`config.mk`:
```
export PLATFORM = sky130hd
export DESIGN_NAME = pipe_hazard_ctrl
export DESIGN_NICKNAME = d
export VERILOG_FILES = /design/src/rtl/pipe_hazard_ctrl.sv
export SDC_FILE = /design/constraint.sdc
export NUM_CORES = 1
export LEC_CHECK = 0
export ABC_CLOCK_PERIOD_IN_PS = 3050
export BUFFER_PORTS_ARGS = -buffer_cell sky130_fd_sc_hd__buf_2
export CAP_MARGIN = 15
export CORE_AREA = 2 2 100 82
export CTS_CLUSTER_DIAMETER = 60
export DETAILED_ROUTE_END_ITERATION = 8
export DIE_AREA = 0 0 102 84
export PLACE_DENSITY_LB_ADDON = 0.08
export SKIP_LAST_GASP = 1
export SYNTH_ARGS = -nofsm -noshare
export SYNTH_HDL_FRONTEND = slang
export SYNTH_SLANG_ARGS = --single-unit
```
`constraint.sdc`:
```
create_clock -name clk -period 3.05 [get_ports clk]
set_clock_uncertainty 0.2 [all_clocks]
set_input_delay 0 -clock clk [delete_from_list [all_inputs] [get_ports clk]]
set_output_delay 0 -clock clk [all_outputs]
set_load 0.1 [all_outputs]
```
`src/rtl/pipe_hazard_ctrl.sv`:
```
// rtl/pipe_hazard_ctrl.sv - pipeline hazard control: load-use stall, MEM redirect flush, data-memory wait with timeout
module pipe_hazard_ctrl #(
    parameter int TIMEOUT_CYCLES = 255,
    parameter int CNT_W          = 16
) (
    input  logic             clk,
    input  logic             rst,
    input  logic [4:0]       id_rs1,
    input  logic [4:0]       id_rs2,
    input  logic             id_use_rs1,
    input  logic             id_use_rs2,
    input  logic             ex_mem_read,
    input  logic [4:0]       ex_rd,
    input  logic [2:0]       mem_npc_op,
    input  logic             mem_zero,
    input  logic             dmem_req,
    input  logic             dmem_ready,
    output logic             pc_write,
    output logic             if_id_write,
    output logic             id_ex_write,
    output logic             ex_mem_write,
    output logic             mem_wb_write,
    output logic             IFflush,
    output logic             IDflush,
    output logic             EXflush,
    output logic             mem_timeout,
    output logic [CNT_W-1:0] stall_cnt,
    output logic [CNT_W-1:0] redirect_cnt
);
    localparam logic [2:0]       NPC_BRANCH = 3'd1;
    localparam logic [2:0]       NPC_JUMP   = 3'd2;
    localparam logic [2:0]       NPC_JALR   = 3'd3;
    localparam logic [15:0]      WCNT_LIMIT = 16'(TIMEOUT_CYCLES);
    localparam logic [CNT_W-1:0] CNT_MAX    = {CNT_W{1'b1}};
    localparam logic [CNT_W-1:0] CNT_ONE    = CNT_W'(1);

    typedef enum logic [1:0] {
        RUN      = 2'd0,
        MEM_WAIT = 2'd1,
        ERR      = 2'd2
    } state_t;

    state_t           state_q, state_d;
    logic [15:0]      wcnt_q, wcnt_d;
    logic             mem_timeout_q, mem_timeout_d;
    logic [CNT_W-1:0] stall_cnt_q, stall_cnt_d;
    logic [CNT_W-1:0] redirect_cnt_q, redirect_cnt_d;
    logic             redirect, load_use, mem_busy, advance;

    assign redirect = ((mem_npc_op == NPC_BRANCH) && mem_zero) ||
                      (mem_npc_op == NPC_JUMP) || (mem_npc_op == NPC_JALR);
    assign load_use = ex_mem_read && (ex_rd != 5'd0) &&
                      ((id_use_rs1 && (ex_rd == id_rs1)) || (id_use_rs2 && (ex_rd == id_rs2)));
    assign mem_busy = dmem_req && !dmem_ready;

    // A redirect seen while waiting is not latched; the MEM stage is frozen, so it is re-presented on the ready cycle.
    always_comb begin
        state_d = state_q;
        wcnt_d  = wcnt_q;
        advance = 1'b0;
        case (state_q)
            RUN: begin
                if (mem_busy) begin
                    state_d = MEM_WAIT;
                    wcnt_d  = 16'd1;
                end else begin
                    advance = 1'b1;
                end
            end
            MEM_WAIT: begin
                if (dmem_ready) begin
                    advance = 1'b1;
                    state_d = RUN;
                    wcnt_d  = 16'd0;
                end else if (wcnt_q == WCNT_LIMIT) begin
                    state_d = ERR;
                end else begin
                    wcnt_d = wcnt_q + 16'd1;
                end
            end
            ERR:     state_d = ERR;
            default: state_d = RUN;
        endcase
    end

    // Outputs are forced low while rst is high, independent of state and inputs.
    always_comb begin
        pc_write     = 1'b0;
        if_id_write  = 1'b0;
        id_ex_write  = 1'b0;
        ex_mem_write = 1'b0;
        mem_wb_write = 1'b0;
        IFflush      = 1'b0;
        IDflush      = 1'b0;
        EXflush      = 1'b0;
        if (advance && !rst) begin
            pc_write     = 1'b1;
            if_id_write  = 1'b1;
            id_ex_write  = 1'b1;
            ex_mem_write = 1'b1;
            mem_wb_write = 1'b1;
            if (redirect) begin
                IFflush = 1'b1;
                IDflush = 1'b1;
                EXflush = 1'b1;
            end else if (load_use) begin
                pc_write    = 1'b0;
                if_id_write = 1'b0;
                IDflush     = 1'b1;
            end
        end
    end

    always_comb begin
        mem_timeout_d  = mem_timeout_q || (state_d == ERR);
        stall_cnt_d    = stall_cnt_q;
        redirect_cnt_d = redirect_cnt_q;
        if (!pc_write && (stall_cnt_q != CNT_MAX)) begin
            stall_cnt_d = stall_cnt_q + CNT_ONE;
        end
        if (IFflush && (redirect_cnt_q != CNT_MAX)) begin
            redirect_cnt_d = redirect_cnt_q + CNT_ONE;
        end
    end

    always_ff @(posedge clk or posedge rst) begin
        if (rst) begin
            state_q        <= RUN;
            wcnt_q         <= 16'd0;
            mem_timeout_q  <= 1'b0;
            stall_cnt_q    <= '0;
            redirect_cnt_q <= '0;
        end else begin
            state_q        <= state_d;
            wcnt_q         <= wcnt_d;
            mem_timeout_q  <= mem_timeout_d;
            stall_cnt_q    <= stall_cnt_d;
            redirect_cnt_q <= redirect_cnt_d;
        end
    end

    assign mem_timeout  = mem_timeout_q;
    assign stall_cnt    = stall_cnt_q;
    assign redirect_cnt = redirect_cnt_q;

endmodule

```
==> results.txt, run 1 <==
- Status: complete, no violations
* Mapped Area: 0.00274 mm2
- Overall power of the completed layout: 0.00239 W
- From synthesis to final layout, the design area changed by 21.1%.
- Post-CTS clock slew at the launch and capture registers of the worst setup and hold paths: 100 ps
- Worst path required time: 2850 ps
- Setup violations remaining at the end of the flow were counted as 0.
* Number of filler cells placed in the layout: 802
* Later-pin clock latency in the skew report: 300 ps
* Average instance area after synthesis: 10.2 um2
* Share of the synthesized area in the top cell type: 46.7%
- Data arrival time of the worst path: 2210 ps
- TritonCTS built the clock tree.
- Max-capacitance violation count: 0
- Global placer's final weighted congestion: 0.758
* Number of cells traversed by the worst register-to-register path: 4
- The floorplan step defined a die boundary enclosing 0.00857 mm2.
- By area the synthesized netlist is led by sky130_fd_sc_hd__dfrtp_1 (47%), sky130_fd_sc_hd__xnor2_1 (12%), sky130_fd_sc_hd__nand4_1 (3.7%).
- Traced cell by cell, the critical path runs through o21bai_2 > and2_1 > a21bo_1 > inv_2 > buf_2.
* Worst max-slew margin expressed relative to the limit: 52.2%
* Number of distinct library cells after synthesis: 46
- The floorplan has 29 rows.
* Boundary Pins: 67
- After the flow finishes, the layout carries non-filler instances totaling 446.
- Count of synthesis-stage warnings from yosys: 0
- For this run, the top clock speed supported by timing is 415 MHz.
- Routed wire length: around 5700 um
- Remaining antenna violation count: 0
- FF-to-FF End: wcnt_q[0]
- Number of enable-type register cells in the synthesized netlist: 0
- Summing over every cut layer, the via total after detailed routing is about 2100.
- The most used flip-flop cell after synthesis is sky130_fd_sc_hd__dfrtp_1.
- Including well taps, the total number of placed cells is 435.
* Cell type with the largest total area after synthesis: sky130_fd_sc_hd__dfrtp_1
- Initial antenna violation count: 0
- Maximum number of pins on one net before global-route repair: 31
* Category of the most critical setup path: reg2out
- 0 antenna diodes ended up in the layout.
* Detailed Route Iter0 Violations: 69
- Maximum ir drop on the vdd rail: approximately 0.00066 V
- Area of the core: 0.00769 mm2
* Worst setup EP type: output port
- Counting along the longest clock path gives a buffer depth of 2.
- Width of the die: 102 um
- The final hold violation count came to 0.
* Worst slew pin tran: 716 ps
- First-pass GRT wire length: between 9000 and 10000 um
- PortBufs: 66
- Final routed DRC violation total: 0
- The count of final max-slew check failures was 0.
- Across all register-to-register paths, the minimum setup slack is 670 ps.
- GRT Util Overall: 14.2%
* Slowest cell delay on critical path: 490 ps
- For this design, the slowest cell found on the critical path is sky130_fd_sc_hd__a21bo_1.
- Worst-case hold path end point: redirect_cnt[3]
- Class of the tightest hold or removal check: in2reg
- STA classifies the critical path startpoint as a flip-flop.
- Share of the clock period used by the worst path after layout: 79.0%
- Of all flip-flops after synthesis, the portion carrying an async set or reset was 100%.
- Reg-to-reg critical path startpoint: wcnt_q[8]
- HPWL reported at the end of detailed placement: 4160 um
- The worst path in the final design needs a cycle of 2410 ps, including I/O delays and setup.
- Number of register bits inferred by synthesis: just over 50
- After detailed routing, the number of vias per cell comes to 4.78.
* Starting Density: 35.6%
* Via count of the first global-routing pass: 2037
- Fraction of layout cells with a size suffix above 1: 28.4%
- Counting the buffers created by CTS gives 5.
- Synthesis produced a netlist whose cell count is 268.
- Counting every net in the synthesized netlist gives a little under 300.
* Pre-Repair DR Iteration Count: 4
- The H-tree generated during clock tree synthesis spans 2 levels.
- Summed over all failing endpoints, the final setup total negative slack is 0 ps.
- Counting instances, the worst hold path has a depth of 5.
- CTS placed an instance of sky130_fd_sc_hd__clkbuf_8 at the clock tree root.
* Y dimension of the die: approximately 84 um
* Critical hold path startpoint: mem_npc_op[2]
- Register area share after synthesis: ~47%
* Final Net Count: 366
* Leakage power summed over all cells: 1.51 nW
- Dividing total power by cell area gives a power density of 721 mW/mm2.
* Maximum fanout along the worst path: 18
- After detailed routing, the average wire length per cell comes to 12.7 um.
- The total overflow left after global routing is 0.
* Number of clock sinks seen by CTS: 51
- Number of post-CTS setup repair buffers: 0
- RSZ-0062 raised after global routing: no
==> registers in the layout, summed over array words and instances, names as in the netlist <==
signal / cells
stall_cnt: 16
mem_timeout: 1
wcnt_q: 16
state_q: 2
redirect_cnt: 16
==> area by class of cell <==
cell class	count	area [um2]	area share (%)
flip-flops and latches	51	1280	38.5
multi-input cells	195	1340	40.4
repair buffers	72	383	11.6
clock buffers	5	68.8	2.08
inverters	12	45.0	1.36
clock inverters	3	67.6	2.04
well taps	108	135	4.08
==> cells by family after synthesis <==
family / after synthesis / share of synthesized area [%]
and+or+nand+nor: 111 / 23.6
adders and majority gates: 3 / 1.37
xor gates and xnor gates: 46 / 15.0
AOI/OAI and AO/OA: 32 / 7.73
DFF: 51 / 46.7
buffers and inverters: 22 / 4.44
muxes: 3 / 1.24
==> metal layers <==
layer / track usage [%] / routed length, um / share of wire, %
met3: 3.18 / 276 / 4.9
met1: 20.9 / 2940 / 52
met5: 0 / 0 / 0
met4: 3.88 / 48 / 0.85
met2: 21.0 / 2390 / 42
==> report_power, final <==
part           internal (W)  leakage [nW]  switching, W  total [W]
clock network      0.000327        0.0644      0.000239   0.000567
logic              0.000184         0.771      0.000773   0.000957
registers          0.000761         0.675      0.000103   0.000864
==> worst max-delay path: cells and delay by family, from the launching register on <==
| kind | cells | cell delay (ps) |
|---|---|---|
| buffers and inverters | 2 | 560 |
| and+or+nand+nor | 1 | 210 |
| AOI/OAI and AO/OA | 2 | 670 |
| DFF | 1 | 460 |
==> synth_stat cells (all sizes together), types with 2 or more instances <==
library cell	count
nor4	3
a2111oi	2
inv	12
buf	8
clkbuf	2
nand2	25
or2	2
or4	4
a31oi	4
ha	3
a21oi	8
and2	2
or3	7
dfrtp	51
nor3	5
nand4	17
and3	10
nand3	12
xor2	8
nor2	18
xnor2	38
o21ai	10
mux2	3
nor2b	3
o22ai	2
==> worst max path at each step <==
| stage | from | endpoint | slack, ps | cells after the start |
|---|---|---|---|---|
| floorplan | state_q[0] | pc_write | 160 | 7 |
| global placement | state_q[0] | stall_cnt[1] | 750 | 5 |
| detailed placement | wcnt_q[8] | wcnt_q[0] | 710 | 4 |
| CTS | state_q[0] | pc_write | 610 | 5 |
| global route | state_q[0] | pc_write | 480 | 5 |
| finish | state_q[0] | pc_write | 640 | 5 |
==> layout by cell type (no fill, tap or decap), types with 3 or more instances in the layout <==
cell type                       netlist  final
sky130_fd_sc_hd__buf_2                1     66
sky130_fd_sc_hd__xnor2_1             37     37
sky130_fd_sc_hd__nor2_1              18     18
sky130_fd_sc_hd__o21ai_1              9      9
sky130_fd_sc_hd__xor2_1               8      8
sky130_fd_sc_hd__mux2_1               3      3
sky130_fd_sc_hd__and3_1              10     10
sky130_fd_sc_hd__nand3_2              4      4
sky130_fd_sc_hd__or3_1                6      6
sky130_fd_sc_hd__nand4_1             16     16
sky130_fd_sc_hd__nor3_1               5      5
sky130_fd_sc_hd__ha_1                 3      3
sky130_fd_sc_hd__dfrtp_1             51     51
sky130_fd_sc_hd__inv_2                2      3
sky130_fd_sc_hd__clkbuf_8             0      5
sky130_fd_sc_hd__a21oi_1              8      8
sky130_fd_sc_hd__dlygate4sd3_1        0      3
sky130_fd_sc_hd__nand2_1             25     25
sky130_fd_sc_hd__nor2b_1              3      3
sky130_fd_sc_hd__inv_1               10      9
sky130_fd_sc_hd__a31oi_1              4      4
sky130_fd_sc_hd__buf_4                4      3
sky130_fd_sc_hd__nand3_1              8      8
==> through the flow <==
| step | utilization [%] | worst slack, ps | area, um2 | hold slack [ps] |
|---|---|---|---|---|
| 6_report | 43.1 | 640 | 3310 | 50.4 |
| 5_1_grt | 43.1 | 476 | 3310 | 87.4 |
| 4_1_cts | 43.1 | 607 | 3310 | 53.0 |
| 3_5_place_dp | 40.9 | 705 | 3150 | -57.3 |
| 3_3_place_gp | 40.9 | 746 | 3150 | -59.1 |
| 2_1_floorplan | - | 161 | 2740 | -122 |
==> timing repair <==
action / 4_1_cts / 5_1_grt
endpoints found under the setup margin: 0 / 0
hold buffers: 3 / 0
gates resized for setup: 0 / 0
hold endpoints to repair: 30 / 0
No activity file was read; power rests on OpenSTA's default activity.
==> inputs of run 2 (changes only) <==
--- a/config.mk
+++ b/config.mk
@@ -5,7 +5,7 @@
 export SDC_FILE = /design/constraint.sdc
 export NUM_CORES = 1
 export LEC_CHECK = 0
-export ABC_CLOCK_PERIOD_IN_PS = 3050
+export ABC_CLOCK_PERIOD_IN_PS = 2100
 export BUFFER_PORTS_ARGS = -buffer_cell sky130_fd_sc_hd__buf_2
 export CAP_MARGIN = 15
 export CORE_AREA = 2 2 100 82
==> constraint.sdc (replaced) <==
create_clock -name clk -period 2.1 [get_ports clk]
set_clock_uncertainty 0.2 [all_clocks]
set_input_delay 0 -clock clk [delete_from_list [all_inputs] [get_ports clk]]
set_output_delay 0 -clock clk [all_outputs]
set_load 0.1 [all_outputs]
==> results.txt, run 2 (synthesis gave the netlist of run 1 again) <==
- Power Dens Cells: 925 mW/mm2 (+28%)
- The power spent charging and discharging nets is 0.00162 W (+45%).
- The count of placed standard cells including taps came to 462 (+6.2%).
- The final setup violation count was 1 (+1).
- Number of core rows: 29 (unchanged)
- Max-capacitance violation count: 0 (unchanged)
- Worst-case clock buffer depth: 2 (unchanged)
- Flip-flop and latch area: 0.00131 mm2 (+2.5%)
- The data required time at the worst endpoint was 2090 ps (-760 ps).
* Crit. Startpoint: wcnt_q[11]
- Cells along the critical path: or4_4 > nor4_4 > a21o_1 > buf_6 > mux2_4
- The worst ir drop on vdd is 0.000885 V (+34%).
* Failing checks: negative setup slack
- Later-pin clock latency in the skew report: 300 ps (about the same)
- Average routed wire per standard cell: 12.2 um (-3.9%)
* Class of the tightest hold or removal check: in2reg
* Boundary Pins: 67 (unchanged)
- The first-pass iteration count of the detailed router was 4 (unchanged).
- Startpoint types: flip-flop
- PortBufs: 66 (unchanged)
- Following the worst setup path forward leads to its endpoint at wcnt_q[0].
* Internal reg-to-reg setup slack: -10 ps (-680 ps)
- The number of remaining DRC errors is 0 (unchanged).
* Slowest cell delay on critical path: 550 ps (+60 ps)
- Clock tree from TritonCTS: done
- The fraction of final layout cells sized beyond drive strength 1 was 45.1% (+17 points).
- The static leakage was 1.65 nW (+9.2%).
- The count of final max-slew check failures is 0 (unchanged).
- The core area came to 0.00769 mm2 (unchanged).
- The logic depth of the worst path, buffers included was 5 (unchanged).
- The number of filler cells placed in the layout is 776 (-3.2%).
- Data arrival time of the worst path: 2110 ps (-100 ps)
- Reg-to-reg critical path startpoint: wcnt_q[11]
- Dividing the final minimum period by the clock period gives 101%.
- The root buffer cell chosen for the clock tree is sky130_fd_sc_hd__clkbuf_8.
- The part of the power in combinational logic was 44.6% (+4.5 points).
- Smallest setup slack after layout: -13.4 ps (-653 ps)
* Worst setup EP type: flip-flop
* Area growth from synthesis to layout: 33.9%
- The maximum number of pins on one net before global-route repair is 28 (-9.7%).
- The sum of routed wire length over all layers is 5800 um (+2.5%).
* Cts bufs inserted: 5 (unchanged)
- Post-CTS clock slew at the launch and capture registers of the worst setup and hold paths: 90 ps (about the same)
* Global placer's final weighted congestion: 0.726 (-4.3%)
- The smallest clock period supported by the final layout is computed as 2110 ps.
- The transition time at the pin with the least slew margin was 565 ps (-152 ps).
- The minimum hold slack was 71.7 ps (+21.4 ps).
* RSZ-0062 raised after global routing: yes
- Final Hold Violating Endpoints: 0 (unchanged)
* GRT Util Overall: 15.0% (+0.76 points)
- The starting DRC count in detailed routing is 74 (+7.2%).
- The overall overflow remaining after global route was 0 (unchanged).
* Final Net Count: 396 (+8.2%)
- Starting Density: 35.6% (unchanged)
* Number of buffers and inverters on the critical path: 1 (-1)
- Final cell count without fillers: 476 (+6.7%)
- The overall power of the completed layout is 0.00339 W (+42%).
- Width of the die: 102 um (unchanged)
- The path depth of the worst reg2reg path came to 5 (+1).
* Category of the most critical setup path: reg2reg
- The flow ran to the end, but the final reports show violations.
- The deepest level of the CTS H-tree is 2 (unchanged).
- The global-route wire length before repair is 10300 um (+5.3%).
- The internal cell power is 0.00177 W (+39%).
- The antenna diode count is 0 (unchanged).
- Critical hold path startpoint: mem_npc_op[2]
- Part of the total power dissipated in sequential elements: 36.8% (+0.6 points)
- The via count is 2215 (+3.8%).
- The vertical die dimension was 84 um (unchanged).
- The top cell types in the final layout, fill and taps aside, are sky130_fd_sc_hd__buf_2 (64), sky130_fd_sc_hd__xnor2_1 (37), sky130_fd_sc_hd__buf_4 (31).
* Sw frac: 47.7% (+1.0 points)
- Broken down by cell family, the worst path's largest delay share belongs to simple AND/OR/NAND/NOR gates.
- Among all stages on the critical path, the largest delay is contributed by sky130_fd_sc_hd__or4_4.
- The via count of the first global-routing pass came to 2129 (+4.5%).
- Area of the die: 0.00857 mm2 (unchanged)
- The number of routed nets with antenna violations was 0 (unchanged).
- Leaving out fill and tap cells, the most frequent cell in the layout is sky130_fd_sc_hd__buf_2.
- Number of clock sinks seen by CTS: 51 (unchanged)
* Achievable Freq: 473 MHz
- The initial antenna violation count was 0 (unchanged).
- The worst-case headroom to the max-slew limit was 62.3% (+10 points).
* Area used by multi-input combinational logic: 0.00142 mm2 (+6.3%)
- The final core utilization came to 47.6% (+4.6 points).
- The proportion of power drawn by the clock network was 18.6% (-5.1 points).
- The endpoint identified for the worst register-to-register timing path is wcnt_q[0].
- HPWL reported at the end of detailed placement: 4470 um (+7.4%)
* Maximum fanout along the worst path: 4 (-14)
- The average via count per standard cell was 4.65 (-2.7%).
[run 2: cell count changes in the layout (fill, tap and decap cells not counted), moves of 3 or more]
cell	before	now
sky130_fd_sc_hd__nand3_2	4	7
sky130_fd_sc_hd__dfrtp_1	51	26
sky130_fd_sc_hd__dfrtp_2	0	25
sky130_fd_sc_hd__nor2_1	18	15
sky130_fd_sc_hd__buf_12	0	3
sky130_fd_sc_hd__buf_4	3	31
sky130_fd_sc_hd__nor2_2	0	3
sky130_fd_sc_hd__nor3_1	5	2
sky130_fd_sc_hd__nand3_1	8	5
[run 2: worst min-delay path by stage]
stage,cells past startpoint,to
after floorplan,1,state_q[0]
after global placement,2,state_q[0]
after detailed placement,2,state_q[1]
after CTS,5,redirect_cnt[14]
after global routing,5,redirect_cnt[14]
final,5,redirect_cnt[14]
[run 2: cell type report]
cell class / instances / area share, %
Multi-Input combinational cell: 195 / 38.8
Sequential cell: 51 / 35.7
Timing Repair Buffer: 102 / 17.9
Tap cell: 108 / 3.69
Clock buffer: 8 / 2.73
Inverter: 12 / 1.23
[run 2: worst reg2reg max path, cell delays in order, from the launching register on]
cell	delay, ps
sky130_fd_sc_hd__dfrtp_1	390
sky130_fd_sc_hd__or4_4	550
sky130_fd_sc_hd__nor4_4	260
sky130_fd_sc_hd__a21o_1	200
sky130_fd_sc_hd__buf_6	120
sky130_fd_sc_hd__mux2_4	290
[run 2: timing repair]
item                                    CTS  global route
hold buffers                              3             0
pin swaps                                 9            11
buffers inserted                          1             1
endpoints found under the setup margin    9            19
resized for setup                         3             4
hold endpoints to repair                 53             0
cloned                                    0             0
[run 2: per-layer routing]
| metal | vias up | wire, um | global-route usage [%] | part of all wire (%) |
|---|---|---|---|---|
| li1 | 1126 | - | - | - |
| met1 | 1018 | 3070 | 23.0 | 53 |
| met2 | 63 | 2330 | 21.0 | 40 |
| met3 | 8 | 324 | 3.27 | 5.6 |
| met4 | 0 | 73 | 4.36 | 1.3 |
| met5 | - | 0 | 0 | 0 |
[run 2: power groups by stage]
| stage | Sequential (W) | Combinational [W] | Clock (W) |
|---|---|---|---|
| after floorplan | 0.00207 | 0.000397 | 0 |
| after global placement | 0.00126 | 0.00150 | 0 |
| after detailed placement | 0.00127 | 0.00151 | 0 |
| after CTS | 0.00125 | 0.00152 | 0.000655 |
| after global routing | 0.00128 | 0.00160 | 0.000696 |
| final | 0.00125 | 0.00151 | 0.000630 |
[run 2: through the flow]
step / setup TNS (ps) / worst slack (ps) / instance area [um2]
floorplan: -2710 / -280 / 2820
global placement: -276 / -111 / 3470
detailed placement: -601 / -180 / 3470
CTS: -128 / -25.6 / 3630
global route: -743 / -102 / 3660
finish: -13.4 / -13.4 / 3660
